===== src/rtl/pulse_generator.sv =====
// pulse_generator: free-running periodic strobe, one-cycle high pulse every Period clocks.
module pulse_generator #(
  parameter int Period = 16
) (
  input  logic clk,
  input  logic rst,
  output logic pulse
);

  // Guard the width so an illegal Period still elaborates far enough to report the error.
  localparam int unsigned CountW = (Period > 2) ? $clog2(Period) : 1;
  localparam logic [CountW-1:0] LastCount = CountW'(Period - 1);

  // Reject periods that cannot produce a one-cycle-high, at-least-one-cycle-low strobe.
  generate
    if (Period < 2) begin : g_bad_period
      $error("pulse_generator: Period must be >= 2, got %0d", Period);
    end
  endgenerate

  logic [CountW-1:0] count;
  logic [CountW-1:0] count_nxt;
  logic              pulse_nxt;

  // Next-state decode; >= lets an upset into an unused code recover on the next edge.
  always_comb begin
    count_nxt = count + CountW'(1);
    pulse_nxt = 1'b0;
    if (count >= LastCount) begin
      count_nxt = '0;
      pulse_nxt = 1'b1;
    end
  end

  // Counter and strobe flops; pulse is registered so it is glitch-free.
  always_ff @(posedge clk or posedge rst) begin
    if (rst) begin
      count <= '0;
      pulse <= 1'b0;
    end else begin
      count <= count_nxt;
      pulse <= pulse_nxt;
    end
  end

endmodule


===== config.mk =====
export PLATFORM = sky130hd
export DESIGN_NAME = pulse_generator
export DESIGN_NICKNAME = d
export VERILOG_FILES = /design/src/rtl/pulse_generator.sv
export SDC_FILE = /design/constraint.sdc
export NUM_CORES = 1
export LEC_CHECK = 0
export ABC_AREA = 1
export CORE_AREA = 2 2 39 41
export CTS_CLUSTER_DIAMETER = 50
export DETAILED_ROUTE_END_ITERATION = 10
export DIE_AREA = 0 0 41 43
export PLACE_DENSITY_LB_ADDON = 0.08
export SYNTH_ARGS = -nofsm -noshare
export SYNTH_HDL_FRONTEND = slang
export SYNTH_SLANG_ARGS = --single-unit
export TNS_END_PERCENT = 100

===== constraint.sdc =====
create_clock -name clk -period 0.8 [get_ports clk]
set_input_delay 0.16 -clock clk [delete_from_list [all_inputs] [get_ports clk]]
set_output_delay 0.16 -clock clk [all_outputs]
set_load 0.01 [all_outputs]

==> flow_summary.ini <==
[routing]
drtPass1Iterations = 4
vias_per_cell = 3.95
drc = 0
drt_iter0_drc = 5
wirelength_um = 380
ant_nets = 0
num_vias = 162
routedWlPerCell_um = 9.27

[synth]
synth_top_area_share_pct = 62.9
ys_seq_elements = 5
syn_nets = 20
syn_inst = 17
yosys_warnings = 0
synthesis.area_um2 = 199
yosys-top-cells-area = dfrtp_1 63%, ha_1 6.3%, inv_1 5.7%
synth_top_area_cell = dfrtp_1
ys_seq_area_share_pct = 62.9
ys_types = 10
syn_area_per_cell_um2 = 11.7

[layout]
diodes = 0
layout_common_cells = 5 x dfrtp_1, 3 x clkbuf_4, 2 x inv_1, 2 x nand3_1, 2 x buf_4
synthToLayoutAreaGrowth_pct = 50.9
nets = 29
drive_gt1_share_pct = 40.0
layout_commonest_cell = dfrtp_1
fillers = 147
fin_util_pct = 21.7

[clock_tree]
cts_setup_buffers = 0
clkTransAtPathRegs_ns = 0.04
clock-root-buffer = clkbuf_4
htreeDepth = 1
clock_path_buffers = 2
clock_latency_ns = 0.24
cts.sinks = 5
cts_tree = done
numCtsBuffers = 3
cts_hold_buf = 0

[worst_setup_path]
path_class = reg -> out
r2r_cells = 4
cp_top_family = flip-flops
cp.arrival_ns = 0.72
reg2reg_to = count[0]
cp.required_ns = 0.64
critPathSlowestCell = dfrtp_1
slowest_delay_ns = 0.35
reg2reg_slack_ns = -0.08
crit_fanout = 1
worst-path-buf-inv = 1
startpoint_type = flip-flop
cp_cell_sequence = buf_2
critPathCaptureType = output pin
reg2reg_from = count[0]

[timing]
finalSetupViolations = 5
period_minus_slack_ns = 0.883
fin_ws_ns = -0.0833
rsz0062_at_grt = true
slew_viol_final = 0
fin_skew_ns = 0.00390
worst_pin_slew_ns = 0.207
max-slew-margin-rel_pct = 86.2
fin_tns_setup_ns = -0.327
timing.final.hold_violations = 0
period_share_pct = 110
fmax_mhz = 1130

[power_and_ir_drop]
p_total_mw = 0.558
powerDensity_nw_per_um2 = 1860
peakVddDrop_mv = 0.575
leakage_nw = 0.160

[floorplanning]
start_util_pct = 14.4
pin_count = 3
fp.dieW_um = 41
die_area_um2 = 1760
row_count = 14
coreArea_um2 = 1380
die_h_um = 43

[placement]
gp_congestion = 0.574
hpwl_um = 246
portBuffers = 2
pre_cts_slack_ns = -0.186

[grt]
grt_remaining_overflow = 0
grt_pass1_wl_um = 614
antenna_found_initial = 0
grt_pass1_vias = 166
track_usage_pct = 6.35
grt_max_degree = 6

[hold_path]
hold_class = in -> async

[job]
drv_cap = 0

[outcome]
failed_checks = negative setup slack
status = complete, but fails checks
-- repair_timing --
| action | CTS | global route |
|---|---|---|
| gates resized for setup | 4 | 4 |
| endpoints found under the setup margin | 5 | 5 |
| pin swaps | 0 | 1 |
-- state kept, by name (all words and copies together), names as in the netlist --
signal / count
pulse: 1
count: 4
-- synth_stat cells --
library cell	instances
nand2_2	1
nor2_1	1
nand3_1	2
o21bai_2	1
xor2_1	1
ha_1	1
nand2_1	1
nand4_1	1
inv_1	3
dfrtp_1	5
-- per-stage QoR --
step | std cells | cell area [um2] | hold WS [ns]
2_1_floorplan | 17 | 201 | -0.0615
3_3_place_gp | 37 | 256 | 0.393
3_5_place_dp | 37 | 256 | 0.393
4_1_cts | 41 | 278 | 0.128
5_1_grt | 41 | 300 | 0.150
6_report | 41 | 300 | 0.125
-- logic make-up after synthesis --
kind of cell | count (synthesis) | synth area share (%)
and+or+nand+nor | 6 | 15.1
DFF | 5 | 62.9
buffers and inverters | 3 | 5.66
AOI/OAI and AO/OA | 1 | 5.66
xor gates and xnor gates | 1 | 4.40
adders and majority gates | 1 | 6.29
-- per-layer routing --
metal  vias up  part of all wire [%]  GRT usage (%)  wire length (um)
li1         71                     -              -                 -
met1        80                    32           4.89               121
met2         9                    52           7.50               197
met3         2                    13           7.85                50
met4         0                   2.9           6.00                11
met5         -                     0              0                 0
-- power breakdown --
| group | internal, mW | switching [mW] |
|---|---|---|
| sequential | 0.254 | 0 |
| clock | 0.189 | 0.105 |
| combinational | 0.00458 | 0.00562 |
| total | 0.447 | 0.111 |
-- cell type report --
cell class	instances	area [um2]	area share [%]
timing repair buffer	4	30.0	10.0
tap	16	20.0	6.67
clock buffer	4	26.3	8.75
inverter	3	11.3	3.75
multi-input combinational	9	87.6	29.2
sequential	5	125	41.7
-- worst max-delay path by stage --
stage	start	to	slack, ns	depth (start not counted)
3_5_place_dp	pulse	pulse	-0.19	1
6_report	pulse	pulse	-0.08	1
5_1_grt	count[0]	count[0]	-0.13	4
4_1_cts	pulse	pulse	-0.1	1
2_1_floorplan	count[0]	count[0]	-0.06	4
3_3_place_gp	pulse	pulse	-0.18	1
Note: power is estimated with default switching activity, not from simulation.
